**config.mk**
```make
export PLATFORM = sky130hd
export DESIGN_NAME = msx_slot_io_controller
export DESIGN_NICKNAME = d
export VERILOG_FILES = /design/src/rtl/vdp_cartridge_pkg.sv /design/src/rtl/slot_strobe_sync.sv /design/src/rtl/msx_slot_io_controller.sv
export SDC_FILE = /design/constraint.sdc
export NUM_CORES = 1
export LEC_CHECK = 0
export BUFFER_PORTS_ARGS = -buffer_cell sky130_fd_sc_hd__buf_2
export CORE_ASPECT_RATIO = 1.2
export CORE_MARGIN = 4
export CORE_UTILIZATION = 25
export DETAILED_ROUTE_END_ITERATION = 12
export PLACE_DENSITY = 0.5
export SLEW_MARGIN = 15
export SYNTH_ARGS = -nofsm -noshare
export SYNTH_HDL_FRONTEND = slang
export SYNTH_SLANG_ARGS = --single-unit
```
**constraint.sdc**
```tcl
create_clock -name clk -period 1.7 [get_ports clk]
set_clock_uncertainty 0.2 [all_clocks]
set_input_delay 0.34 -clock clk [delete_from_list [all_inputs] [get_ports clk]]
set_output_delay 0.34 -clock clk [all_outputs]
set_load 0.01 [all_outputs]
```
**src/rtl/vdp_cartridge_pkg.sv**
```systemverilog
// Purpose: shared types and constants for the VDP cartridge slot interface.
// Latency: n/a (package only).
// Backpressure: n/a (package only).
package vdp_cartridge_pkg;

    // Slot I/O cycle sequencer states
    typedef enum logic [2:0] {
        IDLE,
        WR_REQ,
        RD_REQ,
        RD_DATA,
        DRIVE,
        TURN,
        RELEASE
    } slot_state_t;

    // VDP port offsets within the 4-port I/O window (bus_address values)
    typedef enum logic [1:0] {
        PORT_VRAM_DATA = 2'd0,
        PORT_CONTROL   = 2'd1,
        PORT_PALETTE   = 2'd2,
        PORT_INDIRECT  = 2'd3
    } vdp_port_t;

    localparam logic [7:0] DEFAULT_IO_BASE = 8'h98;
    localparam logic [7:0] DEFAULT_IO_MASK = 8'hFC;

    // Value returned to the host when a read gets no answer in time
    localparam logic [7:0] FLOAT_DATA = 8'hFF;

    function automatic logic io_hit(input logic [7:0] addr,
                                    input logic [7:0] base,
                                    input logic [7:0] mask);
        return (addr & mask) == (base & mask);
    endfunction

endpackage

```
**src/rtl/slot_strobe_sync.sv**
```systemverilog
// Purpose: 2-FF synchronisers for IORQ_n/RD_n/WR_n plus start-of-cycle detect.
// Latency: synced levels 2 clk after the raw strobe; rd_start/wr_start combinational from them.
// Backpressure: none; free-running.
// Ports: clk, reset_n; raw iorq_n/rd_n/wr_n in; synced iorq_s/rd_s/wr_s (active-low) and
//        rd_start/wr_start single-cycle pulses out.
module slot_strobe_sync (
    input  logic clk,
    input  logic reset_n,
    input  logic iorq_n,
    input  logic rd_n,
    input  logic wr_n,
    output logic iorq_s,
    output logic rd_s,
    output logic wr_s,
    output logic rd_start,
    output logic wr_start
);
    // bit order {iorq, rd, wr}; idle level of every strobe is high
    logic [2:0] meta;
    logic [2:0] sync;
    logic [2:0] prev;

    always_ff @(posedge clk or negedge reset_n) begin
        if (!reset_n) begin
            meta <= 3'b111;
            sync <= 3'b111;
            prev <= 3'b111;
        end else begin
            meta <= {iorq_n, rd_n, wr_n};
            sync <= meta;
            prev <= sync;
        end
    end

    assign iorq_s = sync[2];
    assign rd_s   = sync[1];
    assign wr_s   = sync[0];

    // A cycle starts when both strobes are low now and were both high one sync cycle ago
    assign rd_start = !sync[2] && !sync[1] && prev[2] && prev[1];
    assign wr_start = !sync[2] && !sync[0] && prev[2] && prev[0];

endmodule

```
**src/rtl/msx_slot_io_controller.sv**
```systemverilog
// Purpose: turns MSX slot I/O cycles in the VDP window into valid/ready register-bus requests.
// Latency: bus_valid/slot_wait rise on the 3rd clk edge after the raw strobes fall.
// Backpressure: slot_wait holds the Z80 until the bus accepts (write) or returns data (read).
// Ports: clk/reset_n; slot strobes, address and data pads; shifter controls oe_n/slot_data_dir,
//        busdir, slot_wait; bus_valid/ready request with rdata strobe; timeout pulse.
module msx_slot_io_controller
    import vdp_cartridge_pkg::*;
#(
    parameter logic [7:0] IO_BASE  = DEFAULT_IO_BASE,
    parameter logic [7:0] IO_MASK  = DEFAULT_IO_MASK,
    parameter int         WAIT_MAX = 64
) (
    input  logic       clk,
    input  logic       reset_n,
    input  logic       slot_iorq_n,
    input  logic       slot_rd_n,
    input  logic       slot_wr_n,
    input  logic [7:0] slot_a,
    input  logic [7:0] slot_d_in,
    output logic [7:0] slot_d_out,
    output logic       slot_d_oe,
    output logic       slot_data_dir,
    output logic       oe_n,
    output logic       busdir,
    output logic       slot_wait,
    output logic       bus_valid,
    output logic       bus_write,
    output logic [1:0] bus_address,
    output logic [7:0] bus_wdata,
    input  logic       bus_ready,
    input  logic [7:0] bus_rdata,
    input  logic       bus_rdata_en,
    output logic       timeout
);
    localparam int             CW        = $clog2(WAIT_MAX + 1);
    localparam logic [CW-1:0]  WAIT_LAST = CW'(WAIT_MAX - 1);

    logic        iorq_s, rd_s, wr_s, rd_start, wr_start;
    slot_state_t state;
    logic [CW-1:0] wait_cnt;
    logic        drive_on;   // second DRIVE cycle reached: pads enabled
    logic        rd_owed;    // read accepted by the bus, data not yet returned
    logic        wait_expired;

    slot_strobe_sync u_sync (
        .clk      (clk),
        .reset_n  (reset_n),
        .iorq_n   (slot_iorq_n),
        .rd_n     (slot_rd_n),
        .wr_n     (slot_wr_n),
        .iorq_s   (iorq_s),
        .rd_s     (rd_s),
        .wr_s     (wr_s),
        .rd_start (rd_start),
        .wr_start (wr_start)
    );

    // Shifter is always enabled; direction alone decides who drives
    assign oe_n = 1'b0;

    assign wait_expired = slot_wait && (wait_cnt == WAIT_LAST);

    always_ff @(posedge clk or negedge reset_n) begin
        if (!reset_n) begin
            state         <= IDLE;
            slot_d_out    <= '0;
            slot_d_oe     <= 1'b0;
            slot_data_dir <= 1'b0;
            busdir        <= 1'b0;
            slot_wait     <= 1'b0;
            bus_valid     <= 1'b0;
            bus_write     <= 1'b0;
            bus_address   <= '0;
            bus_wdata     <= '0;
            timeout       <= 1'b0;
            wait_cnt      <= '0;
            drive_on      <= 1'b0;
            rd_owed       <= 1'b0;
        end else begin
            timeout  <= 1'b0;
            wait_cnt <= slot_wait ? wait_cnt + 1'b1 : '0;

            // Request retirement and owed-data tracking run in every state so that
            // reads abandoned by timeout or host abort are still drained cleanly.
            if (bus_valid && bus_ready)
                bus_valid <= 1'b0;
            if (bus_valid && bus_ready && !bus_write && !bus_rdata_en)
                rd_owed <= 1'b1;
            else if (bus_rdata_en)
                rd_owed <= 1'b0;

            case (state)
                IDLE: begin
                    if (rd_start || wr_start) begin
                        if (!rd_s && !wr_s) begin
                            state <= RELEASE;           // both strobes low: invalid
                        end else if (!io_hit(slot_a, IO_BASE, IO_MASK)) begin
                            state <= RELEASE;
                        end else begin
                            bus_valid   <= 1'b1;
                            bus_write   <= wr_start;
                            bus_address <= slot_a[1:0];
                            slot_wait   <= 1'b1;
                            if (wr_start)
                                bus_wdata <= slot_d_in;
                            state <= wr_start ? WR_REQ : RD_REQ;
                        end
                    end
                end

                WR_REQ: begin
                    if (bus_valid && bus_ready) begin
                        slot_wait <= 1'b0;
                        state     <= RELEASE;
                    end else if (wait_expired) begin
                        // host is freed but the request stays up until accepted
                        slot_wait <= 1'b0;
                        timeout   <= 1'b1;
                    end
                end

                RD_REQ, RD_DATA: begin
                    if (iorq_s) begin
                        slot_wait <= 1'b0;              // host gave up: never drive
                        state     <= RELEASE;
                    end else if (bus_rdata_en && (state == RD_DATA || (bus_valid && bus_ready))) begin
                        slot_d_out    <= bus_rdata;
                        slot_data_dir <= 1'b1;
                        busdir        <= 1'b1;
                        state         <= DRIVE;
                    end else if (wait_expired) begin
                        slot_wait     <= 1'b0;
                        timeout       <= 1'b1;
                        slot_d_out    <= FLOAT_DATA;
                        slot_data_dir <= 1'b1;
                        busdir        <= 1'b1;
                        state         <= DRIVE;
                    end else if (state == RD_REQ && bus_valid && bus_ready) begin
                        state <= RD_DATA;
                    end
                end

                DRIVE: begin
                    // direction flips one cycle before the pads enable
                    if (!drive_on) begin
                        drive_on  <= 1'b1;
                        slot_d_oe <= 1'b1;
                        slot_wait <= 1'b0;
                    end else if (rd_s || iorq_s) begin
                        drive_on  <= 1'b0;
                        slot_d_oe <= 1'b0;
                        state     <= TURN;
                    end
                end

                TURN: begin
                    // pads already off; now hand the shifter back to slot->FPGA
                    slot_data_dir <= 1'b0;
                    busdir        <= 1'b0;
                    state         <= RELEASE;
                end

                RELEASE: begin
                    if (iorq_s && !bus_valid && !rd_owed)
                        state <= IDLE;
                end

                default: state <= IDLE;
            endcase
        end
    end

endmodule

```
==> metrics.md, run 1 <==
| Metric | Value |
|---|---|
| Sw Share | `31.0%` |
| WP data required | `1.69 ns` |
| Hold Fails Final Rpt | `0` |
| Buffers & Inverters on Critical Path | `2` |
| Final setup violation count | `13` |
| CTS tree | `built` |
| WL final | `5120 um` |
| Worst path slowest cell | `dfrtp_2` |
| Critical path cell sequence | `buf_4, nor4_4, buf_4, nand3_4, mux2_4` |
| TNS Setup | `-0.776 ns` |
| Area Overhead vs Synth | `52.0%` |
| Dpl hpwl | `3660 um` |
| Critical path class | `register to register` |
| Post-synth ARST share | `100%` |
| Clk Latency, worst-skew pair | `0.30 ns` |
| All-layer global routing usage | `11.2%` |
| Ys flop type | `dfrtp_1` |
| Top-count cell post-synth | `dfrtp_1` |
| Leak Pwr | `1.46 nW` |
| Net switching power | `0.00105 W` |
| Post-synth EDFFs | `0` |
| Cells after Synth | `162` |
| TritonRoute pass-1 iters | `4` |
| I/O pins | `57` |
| DRT iter0 DRCs | `54` |
| Peak supply drop | `524 uV` |
| Die height | `105 um` |
| Yosys reg bits | `45` |
| Initial antenna violation count | `0` |
| CP Launch Type | `register` |
| CP max FO | `7` |
| Post-DRT Antenna Nets | `0` |
| Placement Setup Slack | `-0.326 ns` |
| Top cells by count, synth | `dfrtp_1, nor2_1, o21ai_0, mux2_2, nand2_1` |
| Clk slew on worst S/H paths | `0.09 ns` |
| Dpl cell area | `2640 sq um` |
| Finished Cell Area | `3010 sq um` |
| Final Util | `39.0%` |
| DRC errors left | `0` |
| CTS buffer count | `5` |
| Tightest Hold Check Type | `primary input to register` |
| Largest area contributor in the netlist | `dfrtp_1` |
| Placer Congestion | `0.786` |
| Seq/Total Area, Yosys | `57.5%` |
| Syn Std Cell Area | `1980 sq um` |
| Max clock buf depth | `2` |
| H-tree lvl count | `2` |
| Largest net degree at the start of global routing | `23` |
| Sequential power share | `40.4%` |
| Final min period | `1.80 ns` |
| Number of diodes | `0` |
| RSZ-0062 raised after global routing | `yes` |
| Row cnt | `35` |
| Number of global-route vias before repair | `1688` |
| Syn_area_per_cell | `12.2 sq um` |
| Syn. warnings | `0` |
| Max Cap Viol | `0` |
| Layout cells sized above 1 | `58.3%` |
| Logic pwr share | `36.2%` |
| Power Internal | `0.00234 W` |
| Outcome | `finished with violations` |
| Core ar. | `7710 sq um` |
| Clk sinks | `45` |
| Final Net Count | `307` |
| GRT Residual Overflow | `0` |
| Largest cells by area after synthesis | `dfrtp_1, dfstp_2, mux2_2` |
| CTS root buf | `clkbuf_8` |
| CP delay by family, top | `flip-flops` |
| Vias | `1623` |
| Worst setup margin | `-0.104 ns` |
| Max Freq | `554 MHz` |
| Slew Viols, Final | `0` |
| Clock power frac | `23.4%` |
| Pwr dens | `1130 nW/um^2` |
| Setup crit end kind | `register` |
| Crit path largest cell delay | `0.47 ns` |
| Share of the cycle needed by the critical path after routing | `106%` |
| Post-synth top area share | `45.5%` |
| Syn Nets | `194` |
| Via density | `4.41` |
| Pwr Total | `0.00340 W` |
| Netlist cell types | `52` |
| Buffers on Ports | `55` |
| Initial Utilization | `25.7%` |
| Die W | `89.2 um` |
| Critical path data arrival time | `1.80 ns` |
| CP dominant cell by count | `buf_4` |
| DR WL/cell | `13.9 um` |
| Violated checks | `negative setup slack` |
| First-pass GRT wire length | `8210 um` |
| DIE AREA | `9410 sq um` |
==> layout by cell type (no fill, tap or decap), types with 2 or more instances in the layout <==
cell type      instances
nor4_4                 2
dfrtp_1               34
nor2_1                11
clkbuf_8               5
buf_2                 55
mux2_2                 9
dlygate4sd3_1          4
nand3b_1               2
nand2_1                9
buf_4                 47
nor2_2                 2
nand3_4                2
o21ai_0                8
a21oi_1                4
inv_1                  4
nor2b_2                2
and2_1                 2
mux2_4                 2
dfstp_2                9
dfrtp_2                2
nand3_1                2
xor2_1                 2
o22a_1                 7
o21a_1                 3
nor2_4                 2
buf_6                  3
o21ai_1                2
o22ai_1                2
==> stage by stage <==
| stage | instances | hold slack [ns] |
|---|---|---|
| floorplan | 162 | -0.156 |
| global route | 368 | 0.0485 |
| detailed placement | 341 | 0.118 |
| CTS | 361 | 0.0471 |
| finish | 368 | 0.0531 |
| global placement | 341 | 0.118 |
==> final timing paths <==
check,from,end,slack (ns),cells after the start
setup / recovery,state[1],bus_wdata[7],-0.10,5
hold / removal,bus_ready,bus_valid,0.05,2
setup reg to reg,state[1],bus_wdata[7],-0.10,5
hold reg to reg,u_sync.meta[1],u_sync.sync[1],0.16,0
max in group asynchronous,reset_n,bus_address[1],0.48,3
min in group asynchronous,reset_n,slot_wait,0.33,2
==> flip-flops by register name (all words and copies together) (netlist names) <==
register and flops:
bus_wdata 8, slot_d_out 8, wait_cnt 7, state 3, u_sync.meta 3, u_sync.prev 3
u_sync.sync 3, bus_address 2, bus_valid 1, bus_write 1, busdir 1, drive_on 1
rd_owed 1, slot_d_oe 1, slot_wait 1, timeout 1
==> layout make-up <==
class / instances / area (sq um)
fill: 789 / 4700
tap: 92 / 115
clock inverter: 2 / 33.8
inverter: 6 / 25.0
clock buffer: 6 / 72.6
timing repair buffer: 110 / 722
sequential: 45 / 1140
multi-input combinational: 107 / 901
==> kinds of logic after synthesis <==
logic type,Yosys count,synth area share [%]
AND/OR/NAND/NOR,48,14.6
flip-flops,45,57.5
AO/OA/AOI/OAI,40,15.4
multiplexers,12,6.95
buffers and inverters,12,3.41
XOR/XNOR,3,1.33
adder cells (fa/ha/maj),1,0.632
other,1,0.189
==> power by group through the flow <==
stage          registers [W]  clock network (W)  logic [W]
3_3_place_gp         0.00139                  0    0.00113
6_report             0.00137           0.000795    0.00123
2_1_floorplan        0.00141                  0   0.000652
3_5_place_dp         0.00139                  0    0.00113
4_1_cts              0.00138           0.000824    0.00119
5_1_grt              0.00140           0.000882    0.00135
==> per-layer routing <==
metal / routed length [um] / up-vias / part of all wire [%] / GRT usage [%]
met2: 2570 / 42 / 50 / 17.7
met5: 0 / - / 0 / 0
li1: - / 805 / - / -
met1: 2160 / 772 / 42 / 14.5
met3: 333 / 4 / 6.5 / 3.75
met4: 48 / 0 / 0.94 / 2.87
==> timing repair <==
action                                  4_1_cts  5_1_grt
endpoints found under the setup margin       27       26
pin swaps                                     8        8
hold endpoints to repair                     10        0
setup buffers                                 8        6
resized for setup                            19        7
hold buffers                                  4        0
cloned                                        1        1
Power figures use the tool's default switching activity.
==> run 2, diff against run 1 <==
HOLD_SLACK_MARGIN = 0.05   (was not set)
PLACE_DENSITY = 0.48   (was 0.5)
clock period = 2.08 ns   (was 1.7 ns; I/O delays follow)
==> run 2 against run 1 <==
  * The run now ends clean
  * Largest power group unchanged
  * Non-clock buffer count is 38 lower
  * Fmax is 7.7% lower
  * Power is 28% lower
==> metrics.md, run 2 (synthesized netlist as in run 1, its figures left out) <==
| Metric | Value |
|---|---|
| Share of the cycle needed by the critical path after routing | `93.9% (-12 points)` |
| Clk slew on worst S/H paths | `0.09 ns (about the same)` |
| I/O pins | `57 (unchanged)` |
| Crit path largest cell delay | `0.43 ns (-0.04 ns)` |
| Via density | `4.53 (+2.7%)` |
| CTS tree | `built` |
| Top flop regs | `bus_wdata x8, slot_d_out x8, wait_cnt x7` |
| Critical path cell sequence | `ha_1, nand2_1, nor4_1, nor2_1, nor2_2, buf_12, o22a_1` |
| Core ar. | `7710 sq um (unchanged)` |
| Fill cells | `818 (+3.7%)` |
| Pwr Total | `0.00244 W (-28%)` |
| Outcome | `complete, no violations` |
| Largest net degree at the start of global routing | `27 (+17%)` |
| Most common cell after layout, fill and taps aside | `buf_2` |
| Finished Cell Area | `2580 sq um (-14%)` |
| Leak Pwr | `1.24 nW (-16%)` |
| Die W | `89.2 um (unchanged)` |
| Max Freq | `512 MHz (-7.7%)` |
| Pwr dens | `945 nW/um^2 (-16%)` |
| CP max FO | `9 (+2)` |
| Number of diodes | `0 (unchanged)` |
| Die height | `105 um (unchanged)` |
| GR Util met2 | `15.4% (-2.3 points)` |
| Dpl hpwl | `3380 um (-7.8%)` |
| Dpl cell area | `2450 sq um (-7.4%)` |
| H-tree lvl count | `2 (unchanged)` |
| Initial Utilization | `25.7% (unchanged)` |
| DRC errors left | `0 (unchanged)` |
| Max Cap Viol | `0 (unchanged)` |
| Clk sinks | `45 (unchanged)` |
| Critical path class | `register to register` |
| Setup crit end kind | `register` |
| CP Launch Type | `register` |
| DIE AREA | `9410 sq um (unchanged)` |
| Final Net Count | `267 (-13%)` |
| Post_cts resized | `0 (-19)` |
| Buffers on Ports | `55 (unchanged)` |
| Vias | `1485 (-8.5%)` |
| Post-DRT Antenna Nets | `0 (unchanged)` |
| Met3 Use GR | `2.58% (-1.2 points)` |
| CTS root buf | `clkbuf_8` |
| GR peak layer | `met2` |
| WP data required | `2.06 ns (+0.37 ns)` |
| DRT iter0 DRCs | `18 (-67%)` |
| Max clock buf depth | `2 (unchanged)` |
| GR Layer Usage met1 | `13.9% (-0.59 points)` |
| All-layer global routing usage | `10.1% (-1.1 points)` |
| Placer Congestion | `0.758 (-3.6%)` |
| First-pass GRT wire length | `7480 um (-8.9%)` |
| Critical path data arrival time | `1.93 ns (+0.13 ns)` |
| Clk Latency, worst-skew pair | `0.29 ns (about the same)` |
| Slew Viols, Final | `0 (unchanged)` |
| Row cnt | `35 (unchanged)` |
| Initial antenna violation count | `0 (unchanged)` |
| Final setup violation count | `0 (-13)` |
| Final min period | `1.95 ns (+0.150 ns)` |
| Area Overhead vs Synth | `30.4%` |
| Final Util | `33.5% (-5.6 points)` |
| TritonRoute pass-1 iters | `3 (-1)` |
| Commonest cells after routing, fill and taps aside | `buf_2, dfrtp_1, nor2_1` |
| RSZ-0062 raised after global routing | `no` |
| WL final | `4440 um (-13%)` |
| Worst path slowest cell | `dfrtp_1` |
| Number of global-route vias before repair | `1560 (-7.6%)` |
| CTS buffer count | `5 (unchanged)` |
| GRT Residual Overflow | `0 (unchanged)` |
| Peak supply drop | `446 uV (-15%)` |
| DR WL/cell | `13.5 um (-2.7%)` |
| Hold Fails Final Rpt | `0 (unchanged)` |
| Tightest Hold Check Type | `primary input to register` |
| Layout cells sized above 1 | `45.8% (-13 points)` |
## run 2: changes by cell type in the layout (fill, tap and decap cells not counted), sizes merged
cell	previous run	this run
bufinv	1	0
nand3	5	4
clkbuf	6	7
nor2	15	14
clkinvlp	0	1
clkinv	1	0
buf	106	68
## run 2: cell type report
class / count / area (sq um) / area share (%)
Tap cell: 92 / 115 / 4.46
Clock inverter: 1 / 7.51 / 0.291
Multi-Input combinational cell: 105 / 774 / 30.0
Clock buffer: 7 / 86.3 / 3.34
Timing Repair Buffer: 72 / 438 / 17.0
Sequential cell: 45 / 1140 / 44.1
Inverter: 6 / 22.5 / 0.873
## run 2: metrics by stage
stage	setup TNS [ns]	setup WS, ns	hold WS [ns]	instances
2_1_floorplan	0	0.230	-0.0796	162
3_3_place_gp	0	0.0262	0.145	316
3_5_place_dp	-0.0486	-0.0261	0.147	316
4_1_cts	0	0.121	0.0927	328
5_1_grt	0	0.0303	0.0940	328
6_report	0	0.126	0.103	328
## run 2: layer usage
metal | vias to the layer above | wire, um
li1 | 721 | -
met3 | 5 | 235
met5 | - | 0
met2 | 36 | 2100
met4 | 0 | 58
met1 | 723 | 2050
## run 2: worst max-delay path, delay by kind of cell, from the launching register on
kind | cells | cell delay [ns]
adders and majority gates | 1 | 0.26
DFF | 1 | 0.43
and+or+nand+nor | 4 | 0.63
buffers and inverters | 1 | 0.15
AOI/OAI and AO/OA | 1 | 0.17
## run 2: worst paths after layout
| path | startpoint | end | slack [ns] | cells after the start |
|---|---|---|---|---|
| min | bus_rdata_en | rd_owed | 0.10 | 2 |
| min reg2reg | u_sync.meta[2] | u_sync.sync[2] | 0.16 | 0 |
| max in group asynchronous | reset_n | bus_valid | 0.76 | 3 |
| max | wait_cnt[0] | slot_d_out[6] | 0.13 | 7 |
| min in group asynchronous | reset_n | drive_on | 0.43 | 2 |
| max reg2reg | wait_cnt[0] | slot_d_out[6] | 0.13 | 7 |
## run 2: repair_timing
| action | 4_1_cts | 5_1_grt |
|---|---|---|
| hold endpoints to repair | 13 | 0 |
| hold buffers | 4 | 0 |
| setup buffers | 0 | 0 |
## run 2: report_power, final
group / switching [W] / internal, W / leakage, nW / total [W]
sequential: 0.000128 / 0.00102 / 0.571 / 0.00115
combinational: 0.000368 / 0.000370 / 0.622 / 0.000738
clock: 0.000283 / 0.000270 / 0.0445 / 0.000553
total: 0.000779 / 0.00166 / 1.24 / 0.00244
